==> src/rtl/id_pkg.sv <==
// Decode tables for the ID stage: class constants, decoded-flag bit positions, opcode decode and source selection.
// Pure combinational helpers, no latency, no flow control.
package id_pkg;

   localparam int D_INT   = 8;
   localparam int D_LOGIC = 7;
   localparam int D_SHIFT = 6;
   localparam int D_LD    = 5;
   localparam int D_ST    = 4;
   localparam int D_BR    = 3;
   localparam int D_IMM   = 2;
   localparam int D_WR    = 1;
   localparam int D_UND   = 0;
   localparam int N_DOPC  = 9;

   // opcode[6:2] class groups
   localparam logic [4:0] C_INT_RR  = 5'b00000;
   localparam logic [4:0] C_INT_IMM = 5'b00001;
   localparam logic [4:0] C_SHF_RR  = 5'b00010;
   localparam logic [4:0] C_SHF_IMM = 5'b00011;
   localparam logic [4:0] C_LOG_RR  = 5'b00100;
   localparam logic [4:0] C_LOG_IMM = 5'b00101;
   localparam logic [4:0] C_MEM_SET = 5'b00110;
   localparam logic [4:0] C_BR      = 5'b00111;

   // opcode[1:0] within C_MEM_SET; 2'b1x is set
   localparam logic [1:0] S_LD = 2'b00;
   localparam logic [1:0] S_ST = 2'b01;

   typedef struct packed {
      logic rs;
      logic rt;
      logic rd;
   } src_t;

   function automatic logic [N_DOPC-1:0] decode(input logic [6:0] opc);
      logic [N_DOPC-1:0] d;
      d = '0;
      case (opc[6:2])
         C_INT_RR:  begin d[D_INT] = 1'b1; d[D_WR] = 1'b1; end
         C_INT_IMM: begin d[D_INT] = 1'b1; d[D_IMM] = 1'b1; d[D_WR] = 1'b1; end
         C_SHF_RR:  begin d[D_SHIFT] = 1'b1; d[D_WR] = 1'b1; end
         C_SHF_IMM: begin d[D_SHIFT] = 1'b1; d[D_IMM] = 1'b1; d[D_WR] = 1'b1; end
         C_LOG_RR:  begin d[D_LOGIC] = 1'b1; d[D_WR] = 1'b1; end
         C_LOG_IMM: begin d[D_LOGIC] = 1'b1; d[D_IMM] = 1'b1; d[D_WR] = 1'b1; end
         C_MEM_SET: begin
            case (opc[1:0])
               S_LD:    begin d[D_LD] = 1'b1; d[D_IMM] = 1'b1; d[D_WR] = 1'b1; end
               S_ST:    begin d[D_ST] = 1'b1; d[D_IMM] = 1'b1; end
               default: d[D_WR] = 1'b1;
            endcase
         end
         C_BR:      begin d[D_BR] = 1'b1; d[D_IMM] = 1'b1; end
         default:   d[D_UND] = 1'b1;
      endcase
      return d;
   endfunction

   // Which register fields are read as sources; undefined opcodes read nothing.
   function automatic src_t srcs(input logic [6:0] opc);
      src_t s;
      s = '0;
      case (opc[6:2])
         C_INT_RR, C_SHF_RR, C_LOG_RR:    begin s.rs = 1'b1; s.rt = 1'b1; end
         C_INT_IMM, C_SHF_IMM, C_LOG_IMM: s.rs = 1'b1;
         C_MEM_SET: begin
            case (opc[1:0])
               S_LD:    s.rs = 1'b1;
               S_ST:    begin s.rs = 1'b1; s.rd = 1'b1; end
               default: begin s.rs = 1'b1; s.rt = 1'b1; end
            endcase
         end
         C_BR:      begin s.rs = 1'b1; s.rd = 1'b1; end
         default:   s = '0;
      endcase
      return s;
   endfunction

endpackage

==> src/rtl/id_scoreboard.sv <==
// Busy bit per architectural register; set on issue, cleared on writeback, set wins on collision.
// pend is combinational and already excludes a register retiring this cycle; register 0 is never busy.
module id_scoreboard #(
   parameter int W_REG   = 5,
   parameter int NUM_REG = 2**W_REG
) (
   input  logic               clk,
   input  logic               rst,
   input  logic               set_en,
   input  logic [W_REG-1:0]   set_rd,
   input  logic               clr_en,
   input  logic [W_REG-1:0]   clr_rd,
   output logic [NUM_REG-1:0] pend
);

   logic [NUM_REG-1:0] busy;
   logic [NUM_REG-1:0] busy_nxt;

   always_comb begin
      busy_nxt = busy;
      pend     = busy;
      for (int r = 0; r < NUM_REG; r++) begin
         if (clr_en && clr_rd == W_REG'(r)) begin
            busy_nxt[r] = 1'b0;
            pend[r]     = 1'b0;
         end
         if (set_en && set_rd == W_REG'(r))
            busy_nxt[r] = 1'b1;
      end
      busy_nxt[0] = 1'b0;
      pend[0]     = 1'b0;
   end

   always_ff @(posedge clk) begin
      if (rst)
         busy <= '0;
      else
         busy <= busy_nxt;
   end

endmodule

==> src/rtl/id_stage.sv <==
// Instruction decode stage: decodes, checks RAW/WAW against the scoreboard and holds one instruction for EX.
// One cycle latency; in_ready_o drops on hazard, flush, or a held instruction EX has not taken.
import id_pkg::*;

module id_stage #(
   parameter int W_INST = 32,
   parameter int W_OPC  = 7,
   parameter int W_REG  = 5,
   parameter int P_RD   = 20,
   parameter int W_IMM  = 15,
   parameter int W_DATA = 32,
   parameter int W_DOPC = 9
) (
   input  logic              clk,
   input  logic              rst,
   input  logic [W_INST-1:0] inst_i,
   input  logic              in_valid_i,
   output logic              in_ready_o,
   output logic              stall_o,
   input  logic              flush_i,
   output logic              valid_o,
   input  logic              ready_i,
   output logic [W_DOPC-1:0] dopc_o,
   output logic [W_REG-1:0]  rd_o,
   output logic [W_REG-1:0]  rs_o,
   output logic [W_REG-1:0]  rt_o,
   output logic [W_DATA-1:0] imm_o,
   input  logic              wb_valid_i,
   input  logic [W_REG-1:0]  wb_rd_i
);

   localparam int NUM_REG = 2**W_REG;

   logic [W_OPC-1:0]   opc;
   logic [W_REG-1:0]   rd_f, rs_f, rt_f;
   logic [W_DATA-1:0]  imm_f;
   logic [W_DOPC-1:0]  dec;
   src_t               src;
   logic [NUM_REG-1:0] sb_pend;
   logic               held_wr;
   logic               pend_rd, pend_rs, pend_rt;
   logic               hazard, accept, issue;

   assign opc   = inst_i[W_INST-1 -: W_OPC];
   assign rd_f  = inst_i[P_RD +: W_REG];
   assign rs_f  = inst_i[P_RD-W_REG +: W_REG];
   assign rt_f  = inst_i[P_RD-2*W_REG +: W_REG];
   assign imm_f = {{(W_DATA-W_IMM){inst_i[W_IMM-1]}}, inst_i[W_IMM-1:0]};
   assign dec   = decode(opc);
   assign src   = srcs(opc);

   // The held instruction has not issued yet, so its destination is pending too.
   assign held_wr = valid_o & dopc_o[D_WR];
   assign pend_rd = sb_pend[rd_f] | (held_wr & (rd_o == rd_f) & (|rd_f));
   assign pend_rs = sb_pend[rs_f] | (held_wr & (rd_o == rs_f) & (|rs_f));
   assign pend_rt = sb_pend[rt_f] | (held_wr & (rd_o == rt_f) & (|rt_f));

   assign hazard = (src.rs & pend_rs) | (src.rt & pend_rt) | ((src.rd | dec[D_WR]) & pend_rd);

   assign in_ready_o = ~hazard & ~flush_i & (~valid_o | ready_i);
   assign stall_o    = in_valid_i & ~in_ready_o;
   assign accept     = in_valid_i & in_ready_o;
   assign issue      = valid_o & ready_i & ~flush_i;

   always_ff @(posedge clk) begin
      if (rst) begin
         valid_o <= 1'b0;
         dopc_o  <= '0;
         rd_o    <= '0;
         rs_o    <= '0;
         rt_o    <= '0;
         imm_o   <= '0;
      end else if (flush_i) begin
         valid_o <= 1'b0;
      end else if (accept) begin
         valid_o <= 1'b1;
         dopc_o  <= dec;
         rd_o    <= rd_f;
         rs_o    <= rs_f;
         rt_o    <= rt_f;
         imm_o   <= imm_f;
      end else if (issue) begin
         valid_o <= 1'b0;
      end
   end

   id_scoreboard #(
      .W_REG   (W_REG),
      .NUM_REG (NUM_REG)
   ) u_sb (
      .clk    (clk),
      .rst    (rst),
      .set_en (issue & dopc_o[D_WR] & (|rd_o)),
      .set_rd (rd_o),
      .clr_en (wb_valid_i),
      .clr_rd (wb_rd_i),
      .pend   (sb_pend)
   );

endmodule

==> config.mk <==
export PLATFORM = sky130hd
export DESIGN_NAME = id_stage
export DESIGN_NICKNAME = d
export VERILOG_FILES = /design/src/rtl/id_pkg.sv /design/src/rtl/id_scoreboard.sv /design/src/rtl/id_stage.sv
export SDC_FILE = /design/constraint.sdc
export NUM_CORES = 1
export LEC_CHECK = 0
export ABC_AREA = 1
export CELL_PAD_IN_SITES_DETAIL_PLACEMENT = 1
export CELL_PAD_IN_SITES_GLOBAL_PLACEMENT = 2
export CORE_MARGIN = 2
export CORE_UTILIZATION = 27
export CTS_BUF_LIST = sky130_fd_sc_hd__clkbuf_8
export CTS_CLUSTER_DIAMETER = 100
export DETAILED_ROUTE_END_ITERATION = 7
export GPL_ROUTABILITY_DRIVEN = 1
export GPL_TIMING_DRIVEN = 0
export MAX_ROUTING_LAYER = met4
export PLACE_DENSITY_LB_ADDON = 0.1
export SLEW_MARGIN = 20
export SYNTH_ARGS = -nofsm -noshare
export SYNTH_HDL_FRONTEND = slang
export SYNTH_SLANG_ARGS = --single-unit
==> constraint.sdc <==
create_clock -name clk -period 2.6 [get_ports clk]
set_input_delay 0.52 -clock clk [delete_from_list [all_inputs] [get_ports clk]]
set_output_delay 0.52 -clock clk [all_outputs]
set_load 0.02 [all_outputs]
==> results of run 1 <==
==> worst min-delay path, delay by kind of cell (launching register included) <==
| kind | cells | cell delay, ns |
|---|---|---|
| flip-flops | 1 | 0.34 |
| AND/OR/NAND/NOR | 1 | 0.07 |
| AO/OA/AOI/OAI | 1 | 0.06 |
==> state kept, by name, indices dropped and copies added (netlist names) <==
| register | count |
|---|---|
| u_sb.busy | 31 |
| valid_o | 1 |
| rt_o | 5 |
| imm_o | 10 |
| rd_o | 5 |
| rs_o | 5 |
| dopc_o | 9 |
==> per-stage QoR <==
| stage | cell area [um^2] | cells | setup TNS [ns] | hold WS [ns] |
|---|---|---|---|---|
| 2_1_floorplan | 4508 | 768 | 0 | 0.4716 |
| 4_1_cts | 6952 | 1139 | -0.2639 | 0.5070 |
| 3_3_place_gp | 5754 | 1085 | -44.15 | 0.4828 |
| 5_1_grt | 7171 | 1145 | -5.387 | 0.5217 |
| 3_5_place_dp | 5754 | 1085 | -45.58 | 0.4967 |
| 6_report | 7171 | 1145 | -0.4034 | 0.5073 |
==> timing repair <==
item,in CTS,in global routing
buffers inserted,38,11
endpoints found under the setup margin,38,35
gates cloned,3,0
gates resized for setup,226,51
pin swaps,34,24
==> per-layer routing <==
metal  share of wire  up-vias  GRT usage
met2            0.47      204     0.4243
li1                -     2783          -
met5               0        -          -
met1            0.45     2831     0.3548
met3           0.065       40    0.04338
met4           0.022        0    0.08333
==> power by group through the flow <==
stage / logic [W] / registers [W] / clock network, W
3_5_place_dp: 0.000787 / 0.00111 / 0
2_1_floorplan: 0.000373 / 0.00115 / 0
3_3_place_gp: 0.000775 / 0.00111 / 0
6_report: 0.000955 / 0.00109 / 0.000941
5_1_grt: 0.00102 / 0.00110 / 0.00100
4_1_cts: 0.000916 / 0.00109 / 0.000968
==> final cells by class <==
| type | count | area [um^2] | area share |
|---|---|---|---|
| Tap cell | 220 | 275.3 | 0.03839 |
| Clock inverter | 3 | 38.79 | 0.005409 |
| Timing Repair Buffer | 145 | 1479 | 0.2062 |
| Clock buffer | 12 | 165.2 | 0.02303 |
| Inverter | 84 | 356.6 | 0.04973 |
| Sequential cell | 66 | 1321 | 0.1843 |
| Multi-Input combinational cell | 562 | 3127 | 0.4360 |
| Buffer | 53 | 407.9 | 0.05688 |
==> layout by cell type, fill, tap and decap left out, drive strengths merged, types with 7 or more instances in the layout <==
cell / instances
inv: 79
nand3: 173
a21oi: 42
nor3: 7
nand2: 177
clkbuf: 27
clkdlybuf4s50: 81
buf: 94
nor2: 121
nand4: 14
dfxtp: 66
==> worst paths after layout <==
path / start / endpoint / slack, ns / cells past startpoint
setup / recovery: wb_rd_i[0] / stall_o / -0.21 / 19
hold / removal: u_sb.busy[30] / u_sb.busy[30] / 0.51 / 2
setup reg to reg: rd_o[3] / imm_o[4] / 0.30 / 13
hold reg to reg: u_sb.busy[30] / u_sb.busy[30] / 0.51 / 2
==> cell families (layout without fill, tap and decap cells) <==
group           after synthesis  count (layout)  synth area share
simple gates                497             497            0.4790
flops                        66              66            0.2933
buf+inv                     140             297            0.1427
compound gates               62              62           0.07915
xor+xnor                      3               3          0.005833
==> cells in the mapped netlist, drive strengths merged <==
master / number / area [um^2]
xor2: 2 / 17.52
dfxtp: 66 / 1321
nor4: 3 / 18.77
nand3: 173 / 865.8
a221oi: 2 / 17.52
nor2: 121 / 474.2
o211ai: 2 / 15.01
nor3: 7 / 35.03
or3: 1 / 6.260
o21ai: 5 / 25.02
o21bai: 1 / 7.510
o22ai: 3 / 18.77
o221a: 1 / 11.26
clkbuf: 18 / 67.56
inv: 78 / 292.8
a21oi: 42 / 214.0
a311oi: 1 / 8.760
or2: 1 / 6.260
nand4: 14 / 87.58
buf: 38 / 260.3
a21boi: 4 / 30.03
xnor2: 1 / 8.760
a32oi: 1 / 8.760
clkinv: 6 / 22.52
nand2: 177 / 664.4
==> results.json, run 1 <==
{
  "violations": "setup timing",
  "worstPathArrival_ns": 2.29,
  "synth_fp_nets": 811,
  "via_count": 5858,
  "period_share": 1.083,
  "switching_power_w": 0.001032,
  "required_ns": 2.08,
  "drv_slew": 0,
  "place_hpwl_mm": 16.49,
  "clockPowerShare": 0.315,
  "synth_seq_cells": 66,
  "syn_area_um2": 4506,
  "criticalPathCategory": "in2out",
  "setup_violations": 2,
  "finClkSkew_ns": 0.008223,
  "grt_overflow_total": 0,
  "endpoint_kind": "output port",
  "p_comb_frac": 0.320,
  "pwr-share-seq": 0.366,
  "power_density_nw_per_um2": 417.0,
  "core_area_um2": 16470,
  "io_pins": 102,
  "cp-start-kind": "input pin",
  "period_minus_slack_ns": 2.815,
  "status": "complete, but fails checks",
  "cts-root-buf": "clkbuf_8",
  "power_w": 0.002990,
  "initial_utilization": 0.2736,
  "clock_path_buffers": 2,
  "diodes": 0,
  "hold_viol_final": 0,
  "layout.nets": 964,
  "antenna_found_initial": 0,
  "dieArea_um2": 17740,
  "port_buffers": 97,
  "rsz0062_at_grt": "yes",
  "power.leakage_nw": 3.005,
  "synth_warnings": 0,
  "die_h_um": 133.2,
  "intPower_w": 0.001958,
  "hp-class": "reg2reg",
  "critPathMaxFanout": 5,
  "post-route-util": 0.4355,
  "num_rows": 47,
  "swShare": 0.3452,
  "track_usage": 0.2690,
  "postRouteAntennaNets": 0,
  "clk_latency_ns": 0.37,
  "ys_types": 32,
  "max-cap-violations": 0,
  "grt_pass1_vias": 5918,
  "grt_max_degree": 21,
  "cts_made_buffers": 9,
  "critPathSlowestCell": "nor2_4",
  "cts.sinks": 66,
  "ctsHtreeMaxLevel": 3,
  "slew-limit-headroom": 0.5277,
  "detail_route.wirelength_mm": 23.08,
  "drive_above_1_share": 0.2605,
  "peakVddDrop_mv": 0.1915,
  "cpMostUsedCell": "nand2_1",
  "postSynthCellCount": 768,
  "cp_slowest_stage_delay_ns": 0.23,
  "pre_cts_slack_ns": -1.732,
  "gp_congestion": 0.9194,
  "nFillCells": 2064,
  "cts_hold_buf": 0,
  "syn_area_per_cell_um2": 5.867,
  "grt_pass1_wl_mm": 35.09,
  "clkSlewWorstSetupHoldPaths_ns": 0.08,
  "layout_setup_ws_ns": -0.2145,
  "worst-path-buf-inv": 4,
  "wire_per_inst_um": 20.16,
  "cts_tree": "built",
  "drc": 0,
  "synthToLayoutAreaGrowth_pct": 59.15,
  "tightest_slew_ns": 0.7085,
  "first_pass_iters": 5,
  "maxClockFrequency_ghz": 0.3553,
  "die_x_um": 133.2,
  "drtIter0Drc": 376,
  "drt-vias-per-instance": 5.116,
  "crit_chain": "buf_6, inv_4, nor2_4, nand3_4, nand2_2, nand2_1, nand2_1, inv_1, nand2_2, nand2_1, nand2_1, nor2_2, nand2_1, nand3_2, nand2_2, nand2_2, nor2_4, nor2_1, buf_4",
  "crit_family": "simple AND/OR/NAND/NOR gates",
  "synth-seq-area-share": 0.2933
}
Note: power is estimated with default switching activity, not from simulation.
==> inputs of run 2 (changes only) <==
--- a/config.mk
+++ b/config.mk
@@ -8,7 +8,7 @@
 export ABC_AREA = 1
 export CELL_PAD_IN_SITES_DETAIL_PLACEMENT = 1
 export CELL_PAD_IN_SITES_GLOBAL_PLACEMENT = 2
-export CORE_MARGIN = 2
+export CORE_MARGIN = 5
 export CORE_UTILIZATION = 27
 export CTS_BUF_LIST = sky130_fd_sc_hd__clkbuf_8
 export CTS_CLUSTER_DIAMETER = 100
==> run 2 against run 1 <==
Against the previous run:
- the flow still finishes with violations (setup timing)
- final area rose by 1.1%
- utilization increased by 0.46 points
- critical path depth fell by 3
- sequential power is essentially flat
- worst setup slack improved by 0.13 ns
- total power shrank 1.4%
- sequential share of layout area decreased by 0.18 points
- first-iteration DRC count is 8.5% higher
- via count up 0.32%
- non-clock buffer count up 3
- wire length increased by 1.1%
- critical path type unchanged
==> results.json, run 2 (same netlist as run 1, synthesis figures left out) <==
{
  "die_h_um": 139.2,
  "violations": "setup timing",
  "layout_commonest_cell": "nand2_1",
  "wire_per_inst_um": 20.28,
  "layout.nets": 967,
  "startpoint": "wb_rd_i[1]",
  "clock_path_buffers": 2,
  "final_cell_mix": "149 x nand2_1, 118 x nand3_1, 96 x nor2_1",
  "hp-class": "reg2reg",
  "clk_latency_ns": 0.36,
  "tightest_slew_ns": 0.6933,
  "period_minus_slack_ns": 2.685,
  "nFillCells": 2111,
  "grt_overflow_total": 0,
  "cts_tree": "built",
  "rsz0062_at_grt": "yes",
  "holdWs_ns": 0.5101,
  "intPower_w": 0.001886,
  "clockPowerShare": 0.301,
  "switching_power_w": 0.001063,
  "postRouteAntennaNets": 0,
  "initial_utilization": 0.2736,
  "die_x_um": 139.2,
  "cts.sinks": 66,
  "dieArea_um2": 19370,
  "setup_violations": 3,
  "reg2reg_from": "u_sb.busy[17]",
  "antenna_found_initial": 1,
  "peakVddDrop_mv": 0.1746,
  "via_count": 5877,
  "criticalPathCategory": "in2out",
  "first_pass_iters": 5,
  "swShare": 0.3604,
  "largest_register": "u_sb.busy",
  "cts_made_buffers": 9,
  "drc": 0,
  "finClkSkew_ns": 0.009509,
  "port_buffers": 97,
  "power_density_nw_per_um2": 407.0,
  "power_w": 0.002950,
  "critPathMaxFanout": 5,
  "p_comb_frac": 0.329,
  "num_rows": 47,
  "multi_input_area_um2": 3178,
  "drt-vias-per-instance": 5.110,
  "required_ns": 2.08,
  "io_pins": 102,
  "clkSlewWorstSetupHoldPaths_ns": 0.07,
  "detail_route.wirelength_mm": 23.33,
  "synthToLayoutAreaGrowth_pct": 60.84,
  "max-cap-violations": 0,
  "cp-start-kind": "input pin",
  "gp_congestion": 0.9354,
  "maxClockFrequency_ghz": 0.3724,
  "hold_viol_final": 0,
  "drive_above_1_share": 0.2809,
  "largest_register_ffs": 31,
  "endpoint_kind": "output port",
  "status": "complete, but fails checks",
  "worst-r2r-setup-slack_ns": 0.20,
  "track_usage": 0.2429,
  "top_regs": "u_sb.busy (31), imm_o (10), dopc_o (9)",
  "grt_max_degree": 21,
  "core_area_um2": 16470,
  "cts-root-buf": "clkbuf_8",
  "grt_pass1_vias": 6093,
  "drv_slew": 0,
  "place_hpwl_mm": 16.73,
  "grt_pass1_wl_mm": 35.29,
  "power.leakage_nw": 3.024,
  "period_share": 1.033,
  "hold_start": "u_sb.busy[4]",
  "drtIter0Drc": 408,
  "post-route-util": 0.4401,
  "layout_setup_ws_ns": -0.08545,
  "slew-limit-headroom": 0.5378,
  "worstPathArrival_ns": 2.17,
  "area.sequential_um2": 1323,
  "pwr-share-seq": 0.371,
  "ctsHtreeMaxLevel": 3
}
==> run 2: metal layers <==
metal,GRT usage,up-vias,routed length [um]
met3,0.05690,41,1494
met1,0.3195,2832,10590
met5,-,-,0
met4,0.08187,0,576
li1,-,2797,-
met2,0.3677,207,10670
==> run 2: final timing paths <==
kind | cells after the start | endpoint
worst min-delay path | 2 | u_sb.busy[4]
worst max-delay path | 16 | stall_o
worst max register to register | 16 | u_sb.busy[17]
worst min register to register | 2 | u_sb.busy[4]
==> run 2: final cells by class <==
type / instances / area share
Inverter: 84 / 0.05231
Antenna cell: 1 / 0.0003453
Clock inverter: 7 / 0.008460
Tap cell: 220 / 0.03798
Multi-Input combinational cell: 562 / 0.4385
Buffer: 52 / 0.05439
Clock buffer: 9 / 0.01709
Sequential cell: 66 / 0.1825
Timing Repair Buffer: 149 / 0.2084
==> run 2: what timing repair did <==
item                                    in CTS  in global routing
pin swaps                                   46                 31
gates cloned                                 3                  0
setup buffers                               40                 10
endpoints found under the setup margin      47                 10
hold buffers                                 0                  0
gates resized for setup                    248                 48
==> run 2: stage by stage <==
| stage | instances | setup TNS, ns | cell area, um^2 | setup slack [ns] |
|---|---|---|---|---|
| CTS | 1141 | -0.1206 | 6992 | -0.07526 |
| global route | 1150 | -0.4631 | 7247 | -0.1883 |
| finish | 1150 | -0.2202 | 7247 | -0.08545 |
| detailed placement | 1085 | -47.56 | 5754 | -1.725 |
| global placement | 1085 | -47.84 | 5754 | -1.737 |
| floorplan | 768 | 0 | 4508 | 0.03151 |
==> run 2: power groups by stage <==
stage / clock, W / sequential (W) / combinational, W
6_report: 0.000887 / 0.00109 / 0.000969
5_1_grt: 0.000950 / 0.00110 / 0.00104
4_1_cts: 0.000917 / 0.00109 / 0.000931
3_5_place_dp: 0 / 0.00111 / 0.000794
3_3_place_gp: 0 / 0.00111 / 0.000782
2_1_floorplan: 0 / 0.00115 / 0.000373
==> run 2: critical path, stage by stage <==
cell     delay, ns
buf_6         0.12
inv_4         0.06
nor2_4        0.19
buf_6         0.13
nand3_4       0.09
nand3_1       0.08
nand3_1       0.09
nand3_2       0.12
nand3_2       0.13
nand3_2       0.10
nand3_1       0.08
nand2_1       0.07
nand2_2       0.06
nor2_4        0.12
nor2_1        0.05
buf_4         0.15
==> inputs of run 3 (changes only) <==
--- a/config.mk
+++ b/config.mk
@@ -17,6 +17,7 @@
 export GPL_TIMING_DRIVEN = 0
 export MAX_ROUTING_LAYER = met4
 export PLACE_DENSITY_LB_ADDON = 0.1
+export SKIP_CTS_REPAIR_TIMING = 1
 export SLEW_MARGIN = 20
 export SYNTH_ARGS = -nofsm -noshare
 export SYNTH_HDL_FRONTEND = slang
==> run 3 against run 2 <==
Against the previous run:
- the run still ends with setup timing left
- sequential share of layout area up 0.59 points
- sequential power about the same
- cell count fell by 0.61%
- largest cell class unchanged
- fmax is 5.7% lower
- critical path depth increased by 1
- via count down 1.8%
- clock-buffer cell count stayed put
- critical path type unchanged
- total power fell by 0.43%
- non-clock buffer count decreased by 8
- largest power group unchanged
==> results.json, run 3 (same netlist as run 1, synthesis figures left out) <==
{
  "layout_setup_ws_ns": -0.2479,
  "peakVddDrop_mv": 0.1954,
  "switching_power_w": 0.001055,
  "max-cap-violations": 0,
  "cts_tree": "built",
  "ctsHtreeMaxLevel": 3,
  "drc": 0,
  "track_usage": 0.2293,
  "multi_input_area_um2": 3055,
  "maxClockFrequency_ghz": 0.3511,
  "clk_latency_ns": 0.38,
  "num_rows": 47,
  "finClkSkew_ns": 0.01109,
  "worstPathArrival_ns": 2.33,
  "clock_path_buffers": 2,
  "hold_viol_final": 0,
  "largest_register": "u_sb.busy",
  "pre_cts_slack_ns": -1.725,
  "die_x_um": 139.2,
  "grt_overflow_total": 0,
  "power_w": 0.002937,
  "io_pins": 102,
  "first_pass_iters": 5,
  "rsz0062_at_grt": "yes",
  "violations": "setup timing",
  "initial_utilization": 0.2736,
  "hp-class": "reg2reg",
  "top_regs": "u_sb.busy (31), imm_o (10), dopc_o (9)",
  "die_h_um": 139.2,
  "place_area_um2": 5754,
  "intPower_w": 0.001882,
  "critPathMaxFanout": 4,
  "antenna_found_initial": 1,
  "cts_made_buffers": 9,
  "holdWs_ns": 0.5132,
  "drv_slew": 0,
  "nFillCells": 2091,
  "swShare": 0.3593,
  "grt_pass1_wl_mm": 33.37,
  "layout.nets": 960,
  "slew-limit-headroom": 0.5130,
  "clkSlewWorstSetupHoldPaths_ns": 0.07,
  "pwr-share-seq": 0.372,
  "place_hpwl_mm": 16.73,
  "gp_congestion": 0.9354,
  "grt_pass1_vias": 5725,
  "dieArea_um2": 19370,
  "final_cell_mix": "155 x nand2_1, 131 x nand3_1, 98 x nor2_1",
  "clockPowerShare": 0.305,
  "postRouteAntennaNets": 0,
  "via_count": 5769,
  "period_minus_slack_ns": 2.848,
  "design_area_um2": 7013,
  "drt-vias-per-instance": 5.047,
  "area.sequential_um2": 1321,
  "setup_violations": 2,
  "tightest_slew_ns": 0.7305,
  "cts-root-buf": "clkbuf_8",
  "layout_commonest_cell": "nand2_1",
  "synthToLayoutAreaGrowth_pct": 55.65,
  "grt_max_degree": 21,
  "required_ns": 2.08,
  "wire_per_inst_um": 20.04,
  "port_buffers": 97,
  "power.leakage_nw": 2.959,
  "detail_route.wirelength_mm": 22.90,
  "drtIter0Drc": 457,
  "power_density_nw_per_um2": 418.8,
  "criticalPathCategory": "in2out",
  "cts.sinks": 66,
  "p_comb_frac": 0.323,
  "core_area_um2": 16470,
  "status": "complete, but fails checks",
  "post-route-util": 0.4259,
  "cp-start-kind": "input pin",
  "drive_above_1_share": 0.2440,
  "largest_register_ffs": 31,
  "endpoint_kind": "output port",
  "period_share": 1.095
}
==> run 3: final timing paths <==
kind	from	to	slack, ns	depth (start not counted)
worst max register to register	rd_o[3]	imm_o[8]	0.25	14
worst max-delay path	wb_rd_i[4]	stall_o	-0.25	17
worst min register to register	u_sb.busy[4]	u_sb.busy[4]	0.51	2
worst min-delay path	u_sb.busy[4]	u_sb.busy[4]	0.51	2
==> run 3: layout make-up <==
class                      instances  share of cell area
clock buffer                       9             0.01766
timing repair inverter             1            0.001070
multi-input combinational        562              0.4357
timing repair buffer             141              0.2068
buffer                            52             0.05317
tap                              220             0.03925
inverter                          84             0.04888
clock inverter                     7            0.008742
antenna                            1           0.0003568
sequential                        66              0.1884
==> run 3: power by group through the flow <==
stage | logic, W | clock network [W] | registers, W
global placement | 0.000782 | 0 | 0.00111
finish | 0.000949 | 0.000895 | 0.00109
detailed placement | 0.000794 | 0 | 0.00111
floorplan | 0.000373 | 0 | 0.00115
CTS | 0.000797 | 0.000917 | 0.00108
global route | 0.00102 | 0.000948 | 0.00110
==> run 3: stage by stage <==
stage | TNS [ns] | std cells
final | -0.4535 | 1143
after global placement | -47.84 | 1085
after floorplan | 0 | 768
after CTS | -29.48 | 1101
after global routing | -1.239 | 1143
after detailed placement | -47.56 | 1085
==> run 3: metal layers <==
layer / global-route usage / up-vias / share of wire
li1: - / 2778 / -
met1: 0.3085 / 2771 / 0.46
met2: 0.3503 / 181 / 0.46
met3: 0.04241 / 39 / 0.059
met5: - / - / 0
met4: 0.07055 / 0 / 0.022
==> run 3: worst max-delay path: stages <==
cell and delay [ns]:
buf_8 0.11, nand2_4 0.07, buf_6 0.10, clkinvlp_4 0.19, nand3_4 0.14, buf_4 0.11
nand3_1 0.10, nand3_2 0.11, nand3_2 0.12, nand3_2 0.13, nand3_2 0.10, nand3_2 0.08
nand2_1 0.06, nand2_2 0.09, nor2_4 0.04, nor2_1 0.10, buf_4 0.15
